[src/rtl/timer_pkg.sv]
// Shared definitions for the programmable timer interrupt controller.
//   state_e     : controller state (stop, run, hold-after-expiry)
//   MODE_*      : bit positions of the mode fields within the CPU write data
//   COUNT_W_DEF : default width of the down-counter
package timer_pkg;

    localparam int unsigned COUNT_W_DEF = 32;

    // Mode fields live in DATA[7:4] of a mode write.
    localparam int unsigned MODE_EN      = 4;
    localparam int unsigned MODE_RLD_WR  = 5;
    localparam int unsigned MODE_RLD_VBL = 6;
    localparam int unsigned MODE_REPEAT  = 7;

    typedef enum logic [1:0] {
        StStop = 2'd0,
        StRun  = 2'd1,
        StHold = 2'd2
    } state_e;

endpackage

[src/rtl/timer_irq_ctrl_if.sv]
// CPU write bus of the timer.
//   data          : 16-bit write data
//   wr_timer_high : strobe, data -> reload[31:16]
//   wr_timer_low  : strobe, data -> reload[15:0]
//   wr_mode       : strobe, data[7:4] -> mode
interface timer_irq_ctrl_if;

    logic [15:0] data;
    logic        wr_timer_high;
    logic        wr_timer_low;
    logic        wr_mode;

    modport master (
        output data,
        output wr_timer_high,
        output wr_timer_low,
        output wr_mode
    );

    modport slave (
        input data,
        input wr_timer_high,
        input wr_timer_low,
        input wr_mode
    );

endinterface

[src/rtl/timer_down_counter.sv]
// Loadable down-counter with zero detect.
//   clk, reset : clock, synchronous active-high reset (count -> 0)
//   load       : load load_val (has priority over dec)
//   dec        : decrement by one
//   load_val   : value to load
//   count      : current value
//   zero       : count == 0
module timer_down_counter #(
    parameter int unsigned COUNT_W = 32
) (
    input  logic               clk,
    input  logic               reset,
    input  logic               load,
    input  logic               dec,
    input  logic [COUNT_W-1:0] load_val,
    output logic [COUNT_W-1:0] count,
    output logic               zero
);

    logic [COUNT_W-1:0] count_q;
    logic [COUNT_W-1:0] count_d;

    always_comb begin
        count_d = count_q;
        if (load) begin
            count_d = load_val;
        end else if (dec) begin
            count_d = count_q - COUNT_W'(1);
        end
    end

    always_ff @(posedge clk) begin
        if (reset) begin
            count_q <= '0;
        end else begin
            count_q <= count_d;
        end
    end

    assign count = count_q;
    assign zero  = (count_q == '0);

endmodule

[src/rtl/timer_irq_ctrl.sv]
// Programmable down-counting timer producing a one-cycle interrupt pulse on expiry.
//   clk, reset    : clock, synchronous active-high reset
//   pixel_ce      : count enable
//   vblank_start  : start-of-vblank pulse (optional reload source)
//   cpu           : CPU write bus (reload halves, mode)
//   timer_irq     : registered one-cycle pulse per expiry
//   timer_running : high while in the run state
//   count         : current counter value (debug)
module timer_irq_ctrl
    import timer_pkg::*;
#(
    parameter int unsigned COUNT_W = COUNT_W_DEF
) (
    input  logic               clk,
    input  logic               reset,
    input  logic               pixel_ce,
    input  logic               vblank_start,
    timer_irq_ctrl_if.slave    cpu,
    output logic               timer_irq,
    output logic               timer_running,
    output logic [COUNT_W-1:0] count
);

    state_e      state_q, state_d;
    logic [15:0] reload_hi_q, reload_lo_q;
    logic [7:4]  mode_q;
    logic        irq_q, irq_d;

    logic               cnt_load, cnt_dec, cnt_zero;
    logic [COUNT_W-1:0] load_val;

    // Only the highest-priority strobe survives.
    logic wr_mode_eff, wr_high_eff, wr_low_eff;
    assign wr_mode_eff = cpu.wr_mode;
    assign wr_high_eff = cpu.wr_timer_high & ~cpu.wr_mode;
    assign wr_low_eff  = cpu.wr_timer_low & ~cpu.wr_mode & ~cpu.wr_timer_high;

    logic        reload_evt;
    logic        en_eff;
    logic [15:0] low_new;

    assign reload_evt = (wr_low_eff & mode_q[MODE_RLD_WR]) |
                        (vblank_start & mode_q[MODE_RLD_VBL]);
    // A reload in the same edge as a low-half write uses the freshly written half.
    assign low_new    = wr_low_eff ? cpu.data : reload_lo_q;
    assign en_eff     = wr_mode_eff ? cpu.data[MODE_EN] : mode_q[MODE_EN];

    always_comb begin
        state_d  = state_q;
        cnt_load = 1'b0;
        cnt_dec  = 1'b0;
        irq_d    = 1'b0;
        load_val = COUNT_W'({reload_hi_q, reload_lo_q});

        if (state_q == StRun && pixel_ce) begin
            if (cnt_zero) begin
                irq_d = 1'b1;
                if (mode_q[MODE_REPEAT]) begin
                    cnt_load = 1'b1;
                end else begin
                    state_d = StHold;
                end
            end else begin
                cnt_dec = 1'b1;
            end
        end

        if (wr_mode_eff) begin
            if (!cpu.data[MODE_EN]) begin
                // Disabling freezes the counter and swallows any expiry this cycle.
                state_d  = StStop;
                cnt_load = 1'b0;
                cnt_dec  = 1'b0;
                irq_d    = 1'b0;
            end else if (state_q == StStop) begin
                state_d = StRun;
            end
        end

        // Reload beats both decrement and expiry.
        if (reload_evt) begin
            state_d  = en_eff ? StRun : StStop;
            cnt_load = 1'b1;
            cnt_dec  = 1'b0;
            irq_d    = 1'b0;
            load_val = COUNT_W'({reload_hi_q, low_new});
        end
    end

    always_ff @(posedge clk) begin
        if (reset) begin
            state_q     <= StStop;
            reload_hi_q <= '0;
            reload_lo_q <= '0;
            mode_q      <= '0;
            irq_q       <= 1'b0;
        end else begin
            state_q <= state_d;
            irq_q   <= irq_d;
            if (wr_mode_eff) mode_q      <= cpu.data[7:4];
            if (wr_high_eff) reload_hi_q <= cpu.data;
            if (wr_low_eff)  reload_lo_q <= cpu.data;
        end
    end

    timer_down_counter #(
        .COUNT_W (COUNT_W)
    ) u_counter (
        .clk      (clk),
        .reset    (reset),
        .load     (cnt_load),
        .dec      (cnt_dec),
        .load_val (load_val),
        .count    (count),
        .zero     (cnt_zero)
    );

    assign timer_irq     = irq_q;
    assign timer_running = (state_q == StRun);

endmodule

[src/flat_wrapper.sv]
// flat-port wrapper written by rule: the top's interface ports become plain ports
module timer_irq_ctrl_flat import timer_pkg::*;
#(
    parameter int unsigned COUNT_W = COUNT_W_DEF
)
  (clk, reset, pixel_ce, vblank_start, timer_irq, timer_running, count, cpu_data, cpu_wr_timer_high, cpu_wr_timer_low, cpu_wr_mode);
  timer_irq_ctrl_if cpu_i ();
  input  logic clk;
  input  logic reset;
  input  logic pixel_ce;
  input  logic vblank_start;
  output logic timer_irq;
  output logic timer_running;
  output logic [COUNT_W-1:0] count;
  input wire logic [$bits(cpu_i.data)-1:0] cpu_data;
  input wire logic [$bits(cpu_i.wr_timer_high)-1:0] cpu_wr_timer_high;
  input wire logic [$bits(cpu_i.wr_timer_low)-1:0] cpu_wr_timer_low;
  input wire logic [$bits(cpu_i.wr_mode)-1:0] cpu_wr_mode;
  assign cpu_i.data = cpu_data;
  assign cpu_i.wr_timer_high = cpu_wr_timer_high;
  assign cpu_i.wr_timer_low = cpu_wr_timer_low;
  assign cpu_i.wr_mode = cpu_wr_mode;
  timer_irq_ctrl #(.COUNT_W(COUNT_W)) u_core (.clk(clk), .reset(reset), .pixel_ce(pixel_ce), .vblank_start(vblank_start), .cpu(cpu_i), .timer_irq(timer_irq), .timer_running(timer_running), .count(count));
endmodule
[config.mk]
export PLATFORM = sky130hd
export DESIGN_NAME = timer_irq_ctrl_flat
export DESIGN_NICKNAME = d
export VERILOG_FILES = /design/src/rtl/timer_pkg.sv /design/src/rtl/timer_irq_ctrl_if.sv /design/src/rtl/timer_down_counter.sv /design/src/rtl/timer_irq_ctrl.sv /design/src/flat_wrapper.sv
export SDC_FILE = /design/constraint.sdc
export NUM_CORES = 1
export LEC_CHECK = 0
export CAP_MARGIN = 20
export CORE_ASPECT_RATIO = 0.9
export CORE_MARGIN = 2
export CORE_UTILIZATION = 55
export CTS_BUF_LIST = sky130_fd_sc_hd__clkbuf_8
export CTS_CLUSTER_SIZE = 10
export DETAILED_ROUTE_END_ITERATION = 6
export PLACE_DENSITY = 0.78
export SKIP_CTS_REPAIR_TIMING = 1
export SLEW_MARGIN = 5
export SYNTH_ARGS = -nofsm -noshare
export SYNTH_HDL_FRONTEND = slang
export SYNTH_SLANG_ARGS = --single-unit
[constraint.sdc]
create_clock -name clk -period 4.6 [get_ports clk]
set_input_delay 0.92 -clock clk [delete_from_list [all_inputs] [get_ports clk]]
set_output_delay 0.92 -clock clk [all_outputs]
set_load 0.01 [all_outputs]
Word level (Yosys, flattened, before mapping). Cells that the tools add are included.

Register bits after elaboration: 71. Bits of input ports: 23. Output and inout bits: 34.

Add/sub/neg operators: 1. Equal/unequal tests: 1. Mux-type cells: 28. Bitwise gates (word level): 8. Reduce and logical (&&, ||, !) cells: 5.

Operators with widths (number): $mux W32 (2); $logic_not A32 Y1 (1); $mux W16 (2); $sub A32 B1 Y32 const B (1); $mux W1 (17); $mux W2 (7); $and A1 B1 Y1 (5); $eq A2 B1 Y1 const B (1); $logic_not A2 Y1 (1); $not A1 Y1 (2); $reduce_bool A2 Y1 (1); $reduce_or A2 Y1 (1); $logic_and A1 B1 Y1 (1); $or A1 B1 Y1 (1).

Depth between registers and ports, before layout. Gate-level depths: netlist of the first run.

Word-level depth: 8. Gate-level depth with buffers: 8.

By module. Synthesis of the first run repeated with hierarchy kept, for this count alone.

Cells, all modules: 435. Area, all modules: 3659.8 sq um.

By module, submodules not included: timer_down_counter (instances 1, cells each 238, area each 1946.9 sq um); timer_irq_ctrl (instances 1, cells each 197, area each 1712.9 sq um).

Worst setup path after synthesis of the first run. No wires, ideal clock.

Path type: input to register. Start point: input port cpu_wr_mode. End point: register u_core.u_counter.count_q[5], in the netlist u_core.u_counter.count[5]. Arrival time: 2.794 ns. Path slack: 1.684 ns. Cell stages on the path: 8. Path buffers: 3. Cells stage by stage: buf_2 -> or3b_2 -> clkbuf_1 -> nor2_1 -> buf_4 -> mux2i_1 -> nor3_1 -> a311o_1.

Longest elaborated chain between the ends: 7. Elaborated cells on any way between the ends: 13. Those cells by class: 7 x mux; 5 x bitwise; 1 x reduce/logical.

Ends and longest elaborated chain: start: declaration (RTL line flat_wrapper.sv:18) `input wire logic [$bits(cpu_i.wr_mode)-1:0] cpu_wr_mode;`; $not A1 Y1 (RTL line timer_irq_ctrl.sv:36) `assign wr_low_eff = cpu.wr_timer_low & ~cpu.wr_mode & ~cpu.wr_timer_high;`; $and A1 B1 Y1 (2 in a row) (RTL line timer_irq_ctrl.sv:36); $and A1 B1 Y1 (RTL line timer_irq_ctrl.sv:42) `assign reload_evt = (wr_low_eff & mode_q[MODE_RLD_WR]) |`; $or A1 B1 Y1 (RTL line timer_irq_ctrl.sv:42); $mux W16 / $mux W1 (equally long branches) (RTL line timer_irq_ctrl.sv:81) `if (reload_evt) begin`; $mux W32 / $reduce_bool A2 Y1 (equally long branches); end signal: assignment (RTL line timer_down_counter.sv:36) `count_q <= count_d;`; end: declaration (RTL line timer_down_counter.sv:20) `logic [COUNT_W-1:0] count_q;`.

Several ways; a longest one is shown, not always the timed one. A chain may end at the register's enable or synchronous reset.

Final worst setup path of the first run.
Start point: input port cpu_wr_mode. End point: register u_core.u_counter.count_q[25], in the netlist u_core.u_counter.count[25].

Longest elaborated chain between the ends: 7. Elaborated cells on any way between the ends: 11. Those cells by class: 5 x mux; 5 x bitwise; 1 x reduce/logical.

Ends and longest elaborated chain (RTL line): $not A1 Y1 (timer_irq_ctrl.sv:36); $and A1 B1 Y1 (2 in a row) (timer_irq_ctrl.sv:36); $and A1 B1 Y1 (timer_irq_ctrl.sv:42); $or A1 B1 Y1 (timer_irq_ctrl.sv:42); $mux W1 (timer_irq_ctrl.sv:81); $mux W32 / $reduce_bool A2 Y1 (equally long branches).

Several ways; a longest one is shown, not always the timed one.

==> impl_metrics.py, run 1 <==
metrics = {
    "floorplanning": {
        "dieArea_um2": 7280,
        "rows": 28,
        "chipHeight_um": 81.1,
        "die_x_um": 89.7,
        "ios": 57,
        "floorplan.initialDensity_pct": 56.1,
        "core_um2": 6480,
    },
    "worst_setup_path": {
        "timing.rr.end": "u_core.u_counter.count[14]$_SDFFE_PP0P_",
        "path_delay_family": "buffers and inverters",
        "critPathLaunchType": "input pin",
        "worstPathCellList": "clkdlybuf4s50_1, nand4bb_1, a21boi_0, o41a_1, buf_4, nor2_1, buf_4, a221o_1",
        "crit_type": "input pin to flop",
        "crit_path_frequent_cell": "buf_4",
        "path_max_fanout": 22,
        "cp_num_buf_inv": 3,
        "critPathArrivalTime_ps": 3470,
        "r2r_slack_ps": 1430,
        "worstSetupEndpointType": "flop",
        "worstPathRequired_ps": 4840,
        "r2r_cells": 7,
        "critPathMaxStageDelay_ps": 790,
        "cp_slowest_cell": "clkdlybuf4s50_1",
        "r2r_start": "u_core.u_counter.count[0]$_SDFFE_PP0P_",
    },
    "synth": {
        "syn_area_um2": 3640,
        "synth_fp_nets": 448,
        "yosysTopAreaCell": "dfxtp_1",
        "synth-seq-cells": 71,
        "ys_top_cells_by_area": "dfxtp_1 (39%), nand2_1 (7.5%), a21oi_1 (5.8%)",
        "synth.top_cell.area_share_pct": 39.1,
        "ys_types": 67,
        "yosysSeqAreaShare_pct": 39.1,
        "async_flop_share_pct": 0,
        "synth.avg_cell_area_um2": 8.58,
        "synthFlopType": "dfxtp_1",
        "synth-edff-count": 0,
        "yosysWarnings": 0,
        "synth_cells": 424,
    },
    "power_and_ir_drop": {
        "p_total_uw": 1840,
        "pwr-share-seq_pct": 38.0,
        "switchingPower_uw": 650,
        "p_per_area_nw_per_um2": 411,
        "p_int_uw": 1190,
        "peakVddDrop_mv": 0.244,
        "p_clk_share_pct": 31.3,
        "combPwrFrac_pct": 30.6,
        "swShare_pct": 35.2,
        "p_leak_uw": 0.00168,
    },
    "clock_tree": {
        "clk_pin_slew_ps": 80,
        "cts_buffers": 9,
        "cts-root-buf": "clkbuf_8",
        "cts_max_path_buffers": 2,
        "cts_sinks": 71,
        "clock_latency_ps": 360,
        "htreeDepth": 3,
        "cts_tree": "yes",
    },
    "grt": {
        "grt_overflow_total": 0,
        "grt_max_degree": 55,
        "grt_first_pass_wirelength_mm": 16.8,
        "grt_usage_pct": 29.6,
        "grt_pass1_vias": 3186,
        "antenna_found_initial": 0,
    },
    "min_path": {
        "hold_end": "u_core.reload_lo_q[4]$_SDFF_PP0_",
        "hold_depth": 2,
        "min_path_type": "flop to flop",
        "hp-start": "u_core.reload_lo_q[4]$_SDFF_PP0_",
    },
    "sta": {
        "finalHoldViolCount": 0,
        "slew_headroom_pct": 29.5,
        "clock-skew-final_ps": 8.26,
        "final_max_slew_viol_count": 0,
        "finalCriticalPeriod_ps": 3230,
        "tightestPinTransition_ps": 1050,
        "tns_ps": 0,
        "fmax_ghz": 0.310,
        "setup_viol": 0,
        "min_period_over_period_pct": 70.1,
        "rsz0062_at_grt": "false",
    },
    "finish": {
        "area_growth_pct": 23.4,
        "multi_input_area_um2": 2080,
        "drive_gt1_share_pct": 10.4,
        "final-seq-area_um2": 1420,
        "fillers": 547,
        "antenna_cells": 0,
        "finish.net_count": 498,
    },
    "route": {
        "vias": 3630,
        "wl_per_cell_um": 18.9,
        "drt-total-wl_mm": 10.7,
        "firstDrtPassIters": 6,
        "drtIter0Drc": 342,
        "drcViolationCount": 0,
        "via_per_inst": 6.38,
        "antenna_left": 0,
    },
    "placement": {
        "gp_congestion": 0.873,
        "io_buffers": 56,
        "dp_hpwl_mm": 7.57,
    },
    "run_status": {
        "outcome": "completed",
    },
    "job": {
        "max_cap_viol_count": 0,
    },
}
==> final cells by class <==
cell class | instances | area share (%)
repair buffers | 65 | 13.9
clock inverters | 6 | 2.04
clock buffers | 10 | 3.07
well taps | 90 | 2.51
multi-input cells | 322 | 46.4
flip-flops and latches | 71 | 31.7
inverters | 5 | 0.418
==> metrics by stage <==
stage / instances / hold WS, ps / utilization, % / cell area (um2) / setup slack, ps
after floorplan: 424 / 432 / - / 3640 / 1680
after global placement: 551 / 444 / 65.4 / 4240 / 1090
after detailed placement: 551 / 449 / 65.4 / 4240 / 1030
after CTS: 567 / 461 / 69.0 / 4470 / 1390
after global routing: 569 / 487 / 69.2 / 4490 / 1150
final: 569 / 456 / 69.2 / 4490 / 1370
==> logic make-up (layout without fill, tap and decap cells) <==
group                    after synthesis  count (layout)  synth area share [%]
AND/OR/NAND/NOR                      185             185                  26.9
AO/OA/AOI/OAI                        108             108                  22.2
flip-flops                            71              71                  39.1
buffers and inverters                 31              86                  3.68
multiplexers                          23              23                  6.57
XOR/XNOR                               5               5                  1.20
adder cells (fa/ha/maj)                1               1                 0.344
==> synth_stat cells (5+ instances only) <==
cell       n
mux2i_1   16
nor4_1    10
a311oi_1   5
a211o_1    9
nor3b_1    5
a221o_1    7
o31ai_1    6
or3_1      6
inv_1      5
mux2_2     7
a21oi_1   42
or4_1      7
nand3_1    8
nor3_1    11
nor2_1    27
clkbuf_1  19
dfxtp_1   71
buf_2      5
nand2_1   73
==> per-layer routing <==
layer	GRT usage (%)	routed length, um	share of wire [%]	vias up
met4	8.00	202	1.9	0
met2	46.8	4840	45	195
met1	40.1	4710	44	1713
met3	8.44	974	9.1	28
met5	0	0	0	-
li1	-	-	-	1694
==> sequential cells by signal, indices dropped and copies added (netlist names) <==
register / count
u_core.state_q: 2
u_core.u_counter.count: 32
u_core.reload_hi_q: 16
u_core.timer_irq: 1
u_core.mode_q: 4
u_core.reload_lo_q: 16
==> worst max-delay path by stage <==
stage,startpoint,to,slack [ps],cells past startpoint
final,cpu_wr_mode,u_core.u_counter.count[25]$_SDFFE_PP0P_,1370,8
after global routing,cpu_wr_mode,u_core.u_counter.count[4]$_SDFFE_PP0P_,1150,7
after CTS,u_core.u_counter.count[0]$_SDFFE_PP0P_,u_core.u_counter.count[7]$_SDFFE_PP0P_,1390,7
after detailed placement,cpu_wr_mode,u_core.u_counter.count[23]$_SDFFE_PP0P_,1030,8
after global placement,cpu_wr_mode,u_core.u_counter.count[21]$_SDFFE_PP0P_,1090,8
after floorplan,cpu_wr_mode,u_core.u_counter.count[5]$_SDFFE_PP0P_,1680,8
==> power by group through the flow <==
stage          logic, uW  registers, uW  clock network (uW)
4_1_cts              549            699                 582
2_1_floorplan        377            710                   0
3_5_place_dp         545            713                   0
6_report             565            701                 578
5_1_grt              602            706                 612
3_3_place_gp         539            712                   0
==> placed cells by master (no fill, tap or decap), drive strengths merged, types with 3 or more instances in the layout <==
cell type / synthesis / routed
inv: 5 / 7
nor3b: 5 / 5
xor2: 3 / 3
nor3: 11 / 11
o2bb2ai: 4 / 4
or2: 5 / 5
mux2i: 16 / 16
o311a: 4 / 4
a311oi: 5 / 5
a21oi: 42 / 42
a211o: 9 / 9
o41ai: 4 / 4
o311ai: 3 / 3
nand3: 8 / 8
nor2b: 4 / 4
nor4: 13 / 13
nand4: 4 / 4
a221o: 7 / 7
o31ai: 7 / 7
buf: 7 / 10
nand2b: 4 / 4
clkbuf: 19 / 10
o211ai: 4 / 4
mux2: 7 / 7
dfxtp: 71 / 71
clkdlybuf4s50: 0 / 55
or3: 7 / 7
nor2: 27 / 27
nand2: 73 / 73
o221ai: 4 / 4
or4: 9 / 9
==> worst min-delay path, cell delays in order (launching register included) <==
cell	delay, ps
dfxtp_1	310
nand2_1	50
a21oi_1	50
Note: power is estimated with default switching activity, not from simulation.
==> run 2: changes to the inputs <==
--- a/config.mk
+++ b/config.mk
@@ -8,11 +8,11 @@
 export CAP_MARGIN = 20
 export CORE_ASPECT_RATIO = 0.9
 export CORE_MARGIN = 2
-export CORE_UTILIZATION = 55
+export CORE_UTILIZATION = 50
 export CTS_BUF_LIST = sky130_fd_sc_hd__clkbuf_8
 export CTS_CLUSTER_SIZE = 10
 export DETAILED_ROUTE_END_ITERATION = 6
-export PLACE_DENSITY = 0.78
+export PLACE_DENSITY = 0.75
 export SKIP_CTS_REPAIR_TIMING = 1
 export SLEW_MARGIN = 5
 export SYNTH_ARGS = -nofsm -noshare
==> constraint.sdc (replaced) <==
create_clock -name clk -period 2.9 [get_ports clk]
set_input_delay 0.58 -clock clk [delete_from_list [all_inputs] [get_ports clk]]
set_output_delay 0.58 -clock clk [all_outputs]
set_load 0.01 [all_outputs]
==> run 2 against run 1 <==
Non-clock buffer count grew 20. Routed wire length grew 1.2%. Die area grew 9.5%. Combinational power grew 79%. Sequential power grew 58%. Clock-buffer cell count is the same. Cell area grew 4.5%. Largest cell class unchanged.
==> impl_metrics.py, run 2 (synthesized netlist as in run 1, its figures left out) <==
metrics = {
    "grt": {
        "grt_pass1_vias": 3294,
        "antenna_found_initial": 0,
        "grt_overflow_total": 0,
        "grt_max_degree": 40,
        "grt_first_pass_wirelength_mm": 17.4,
        "grt_usage_pct": 28.4,
    },
    "power_and_ir_drop": {
        "p_clk_share_pct": 32.0,
        "p_leak_uw": 0.00179,
        "switchingPower_uw": 1060,
        "p_per_area_nw_per_um2": 665,
        "swShare_pct": 33.9,
        "p_int_uw": 2060,
        "combPwrFrac_pct": 32.4,
        "pwr-share-seq_pct": 35.6,
        "peakVddDrop_mv": 0.415,
    },
    "floorplanning": {
        "ios": 57,
        "dieArea_um2": 7970,
        "core_um2": 7040,
        "die_x_um": 93.9,
        "chipHeight_um": 84.9,
        "floorplan.initialDensity_pct": 51.7,
        "rows": 29,
    },
    "clock_tree": {
        "clk_pin_slew_ps": 80,
        "htreeDepth": 3,
        "cts_tree": "yes",
        "cts_sinks": 71,
        "cts_buffers": 9,
        "clock_latency_ps": 360,
        "cts-root-buf": "clkbuf_8",
        "cts_max_path_buffers": 2,
    },
    "route": {
        "via_per_inst": 6.14,
        "drcViolationCount": 0,
        "vias": 3637,
        "drt-total-wl_mm": 10.9,
        "firstDrtPassIters": 5,
        "wl_per_cell_um": 18.3,
        "drtIter0Drc": 283,
        "antenna_left": 0,
    },
    "finish": {
        "finish.net_count": 518,
        "antenna_cells": 0,
        "mostFrequentLayoutCells": "nand2_1 (73), dfxtp_1 (71), clkdlybuf4s50_1 (55)",
        "largest_reg_flops": 32,
        "mostFrequentLayoutCell": "nand2_1",
        "area_growth_pct": 28.9,
        "drive_gt1_share_pct": 14.0,
    },
    "sta": {
        "slew_headroom_pct": 39.3,
        "min_period_over_period_pct": 93.7,
        "tightestPinTransition_ps": 907,
        "setup_viol": 0,
        "final_max_slew_viol_count": 0,
        "fin_ws_ps": 183,
        "tns_ps": 0,
        "finalCriticalPeriod_ps": 2720,
        "clock-skew-final_ps": 8.35,
        "finalHoldViolCount": 0,
        "fmax_ghz": 0.368,
        "rsz0062_at_grt": "false",
    },
    "worst_setup_path": {
        "crit_type": "flop to flop",
        "cp_slowest_cell": "o41ai_4",
        "cp_num_buf_inv": 2,
        "critPathArrivalTime_ps": 3020,
        "path_delay_family": "simple AND/OR/NAND/NOR gates",
        "path_max_fanout": 10,
        "worstPathRequired_ps": 3200,
        "worstSetupEndpointType": "flop",
        "critPathMaxStageDelay_ps": 680,
        "critPathLaunchType": "flop",
        "worstPathCellList": "inv_1, ha_1, nor4b_2, nand2_1, buf_4, o41ai_4, and2_0, a221o_1",
    },
    "run_status": {
        "outcome": "completed",
    },
    "min_path": {
        "min_path_type": "flop to flop",
    },
    "placement": {
        "io_buffers": 56,
        "dpl_worst_slack_ps": 109,
        "gp_congestion": 0.909,
        "dp_hpwl_mm": 7.95,
    },
    "job": {
        "max_cap_viol_count": 0,
    },
}
run 2: changes by cell type in the layout (fill, tap and decap cells not counted), sizes merged:
cell,change
buf,+20
bufinv,+1
inv,-1
run 2: area by class of cell:
class	instances	area [um2]
Clock buffer	10	138
Clock inverter	6	116
Fill cell	616	2350
Inverter	5	18.8
Multi-Input combinational cell	322	2090
Sequential cell	71	1420
Tap cell	93	116
Timing Repair Buffer	85	786
run 2: routing by layer:
layer / vias to the layer above / GRT usage, % / routed length [um] / part of all wire (%)
met5: - / 0 / 0 / 0
met4: 0 / 7.38 / 188 / 1.7
met3: 19 / 7.02 / 901 / 8.3
met2: 178 / 42.9 / 4810 / 44
met1: 1703 / 40.7 / 4960 / 46
li1: 1737 / - / - / -
run 2: power by group through the flow:
stage / sequential, uW / clock [uW] / combinational (uW)
after floorplan: 1130 / 0 / 597
after global placement: 1130 / 0 / 963
after detailed placement: 1130 / 0 / 977
after CTS: 1110 / 1010 / 984
after global routing: 1120 / 1050 / 1090
final: 1110 / 999 / 1010
run 2: path summary, 6_finish.rpt:
kind | startpoint | end | slack [ps] | depth (start not counted)
worst max-delay path | u_core.u_counter.count[0]$_SDFFE_PP0P_ | u_core.u_counter.count[14]$_SDFFE_PP0P_ | 180 | 8
worst min-delay path | u_core.reload_lo_q[13]$_SDFF_PP0_ | u_core.reload_lo_q[13]$_SDFF_PP0_ | 460 | 2
worst max register to register | u_core.u_counter.count[0]$_SDFFE_PP0P_ | u_core.u_counter.count[14]$_SDFFE_PP0P_ | 180 | 8
worst min register to register | u_core.reload_lo_q[13]$_SDFF_PP0_ | u_core.reload_lo_q[13]$_SDFF_PP0_ | 460 | 2
run 2: stage by stage:
stage | utilization (%) | area (um2) | instances | hold WS (ps) | power (uW)
detailed placement | 62.8 | 4420 | 576 | 443 | 2110
global route | 66.6 | 4690 | 592 | 480 | 3250
CTS | 66.4 | 4680 | 592 | 456 | 3100
global placement | 62.8 | 4420 | 576 | 440 | 2090
floorplan | - | 3640 | 424 | 432 | 1720
finish | 66.6 | 4690 | 592 | 456 | 3120
run 2: worst min-delay path, cell delays in order (launching register included):
cell and delay [ps]:
dfxtp_1 310, nand2_1 50, a21oi_1 50
==> run 3: changes to the inputs <==
--- a/config.mk
+++ b/config.mk
@@ -8,13 +8,12 @@
 export CAP_MARGIN = 20
 export CORE_ASPECT_RATIO = 0.9
 export CORE_MARGIN = 2
-export CORE_UTILIZATION = 50
+export CORE_UTILIZATION = 55
 export CTS_BUF_LIST = sky130_fd_sc_hd__clkbuf_8
 export CTS_CLUSTER_SIZE = 10
 export DETAILED_ROUTE_END_ITERATION = 6
-export PLACE_DENSITY = 0.75
+export PLACE_DENSITY = 0.78
 export SKIP_CTS_REPAIR_TIMING = 1
-export SLEW_MARGIN = 5
 export SYNTH_ARGS = -nofsm -noshare
 export SYNTH_HDL_FRONTEND = slang
 export SYNTH_SLANG_ARGS = --single-unit
==> constraint.sdc (replaced) <==
create_clock -name clk -period 3 [get_ports clk]
set_input_delay 0.6 -clock clk [delete_from_list [all_inputs] [get_ports clk]]
set_output_delay 0.6 -clock clk [all_outputs]
set_load 0.01 [all_outputs]
==> run 3 against run 2 <==
Sequential share of layout area rose by 0.67 points. Fmax fell by 3.5%. Critical path depth fell by 3. Die area fell by 8.7%. Total power fell by 11%. Clock-buffer cell count did not move. Flip-flop and latch count did not move. Critical path type unchanged. Routed wire length rose by 2.7%. First-iteration DRC count rose by 33%.
==> impl_metrics.py, run 3 (synthesized netlist as in run 1, its figures left out) <==
metrics = {
    "run_status": {
        "outcome": "completed",
    },
    "min_path": {
        "min_path_type": "flop to flop",
        "hp-start": "u_core.reload_lo_q[13]$_SDFF_PP0_",
        "hold_depth": 2,
        "hold_end": "u_core.reload_lo_q[13]$_SDFF_PP0_",
    },
    "finish": {
        "drive_gt1_share_pct": 13.2,
        "area_growth_pct": 26.1,
        "mostFrequentLayoutCell": "nand2_1",
        "final-seq-area_um2": 1420,
        "fillers": 531,
        "final_cells": 584,
        "mostFrequentLayoutCells": "nand2_1 (73), dfxtp_1 (71), clkdlybuf4s50_1 (55)",
        "finish.net_count": 514,
        "antenna_cells": 0,
        "multi_input_area_um2": 2080,
        "largest_reg_flops": 32,
    },
    "route": {
        "antenna_left": 0,
        "firstDrtPassIters": 5,
        "drcViolationCount": 0,
        "wl_per_cell_um": 19.1,
        "drt-total-wl_mm": 11.2,
        "via_per_inst": 6.31,
        "vias": 3683,
        "drtIter0Drc": 375,
    },
    "grt": {
        "grt_overflow_total": 0,
        "grt_pass1_vias": 3395,
        "grt_usage_pct": 31.4,
        "antenna_found_initial": 0,
        "grt_max_degree": 54,
        "grt_first_pass_wirelength_mm": 17.7,
    },
    "placement": {
        "dp_hpwl_mm": 8.05,
        "gp_congestion": 0.921,
        "dp_cells": 569,
        "io_buffers": 56,
        "dpl_worst_slack_ps": 52.2,
    },
    "worst_setup_path": {
        "path_max_fanout": 12,
        "timing.rr.end": "u_core.u_counter.count[25]$_SDFFE_PP0P_",
        "r2r_cells": 5,
        "critPathArrivalTime_ps": 3100,
        "r2r_start": "u_core.u_counter.count[8]$_SDFFE_PP0P_",
        "worstPathRequired_ps": 3290,
        "worstSetupEndpointType": "flop",
        "critPathLaunchType": "flop",
        "r2r_slack_ps": 180,
        "crit_type": "flop to flop",
    },
    "floorplanning": {
        "floorplan.initialDensity_pct": 56.1,
        "rows": 28,
        "dieArea_um2": 7280,
        "core_um2": 6480,
        "ios": 57,
        "die_x_um": 89.7,
        "chipHeight_um": 81.1,
    },
    "sta": {
        "finalCriticalPeriod_ps": 2820,
        "clock-skew-final_ps": 7.34,
        "final_max_slew_viol_count": 0,
        "tns_ps": 0,
        "setup_viol": 0,
        "tightestPinTransition_ps": 951,
        "slew_headroom_pct": 36.3,
        "rsz0062_at_grt": "false",
        "finalHoldViolCount": 0,
        "min_period_over_period_pct": 93.9,
        "fmax_ghz": 0.355,
        "fin_ws_ps": 184,
    },
    "clock_tree": {
        "clock_latency_ps": 350,
        "htreeDepth": 3,
        "clk_pin_slew_ps": 80,
        "cts_buffers": 9,
        "cts_sinks": 71,
        "cts_tree": "yes",
        "cts-root-buf": "clkbuf_8",
        "cts_max_path_buffers": 2,
    },
    "power_and_ir_drop": {
        "p_leak_uw": 0.00174,
        "peakVddDrop_mv": 0.406,
        "p_per_area_nw_per_um2": 604,
    },
    "job": {
        "max_cap_viol_count": 0,
    },
}
## run 3: routing by layer
layer / vias to the layer above / GRT usage [%] / routed length (um)
met5: - / 0 / 0
li1: 1716 / - / -
met3: 29 / 6.96 / 1020
met4: 0 / 12.0 / 290
met2: 203 / 48.4 / 4920
met1: 1735 / 43.5 / 4920
## run 3: worst max-delay path, cell delays in order (launching register included)
cell     delay (ps)
dfxtp_1         400
nor4_2          390
nand4_2         380
o41a_1          550
nor2_1          730
a221o_1         290
## run 3: metrics by stage
| stage | hold WS [ps] | area (um2) | power, uW | utilization (%) |
|---|---|---|---|---|
| 4_1_cts | 455 | 4590 | 2750 | 70.8 |
| 3_5_place_dp | 444 | 4390 | 1990 | 67.7 |
| 3_3_place_gp | 439 | 4390 | 1980 | 67.7 |
| 2_1_floorplan | 432 | 3640 | 1670 | - |
| 6_report | 456 | 4590 | 2770 | 70.8 |
| 5_1_grt | 480 | 4590 | 2900 | 70.8 |
## run 3: final cells by class
type | count | share of cell area, %
clock buffers | 10 | 3.00
multi-input cells | 322 | 45.4
well taps | 90 | 2.46
clock inverters | 5 | 1.28
repair buffers | 81 | 16.5
flip-flops and latches | 71 | 31.0
inverters | 5 | 0.409
## run 3: power breakdown
part	switching, uW	total (uW)	internal, uW
registers	75.3	1070	999
logic	557	932	375
clock network	362	763	402
## run 3: worst max path at each step
stage	startpoint	end	slack, ps
after detailed placement	cpu_wr_mode	u_core.u_counter.count[25]$_SDFFE_PP0P_	50
final	u_core.u_counter.count[8]$_SDFFE_PP0P_	u_core.u_counter.count[25]$_SDFFE_PP0P_	180
after CTS	u_core.u_counter.count[8]$_SDFFE_PP0P_	u_core.u_counter.count[25]$_SDFFE_PP0P_	260
after global routing	u_core.u_counter.count[8]$_SDFFE_PP0P_	u_core.u_counter.count[25]$_SDFFE_PP0P_	50
after global placement	cpu_wr_mode	u_core.u_counter.count[23]$_SDFFE_PP0P_	110
after floorplan	cpu_wr_mode	u_core.u_counter.count[5]$_SDFFE_PP0P_	400
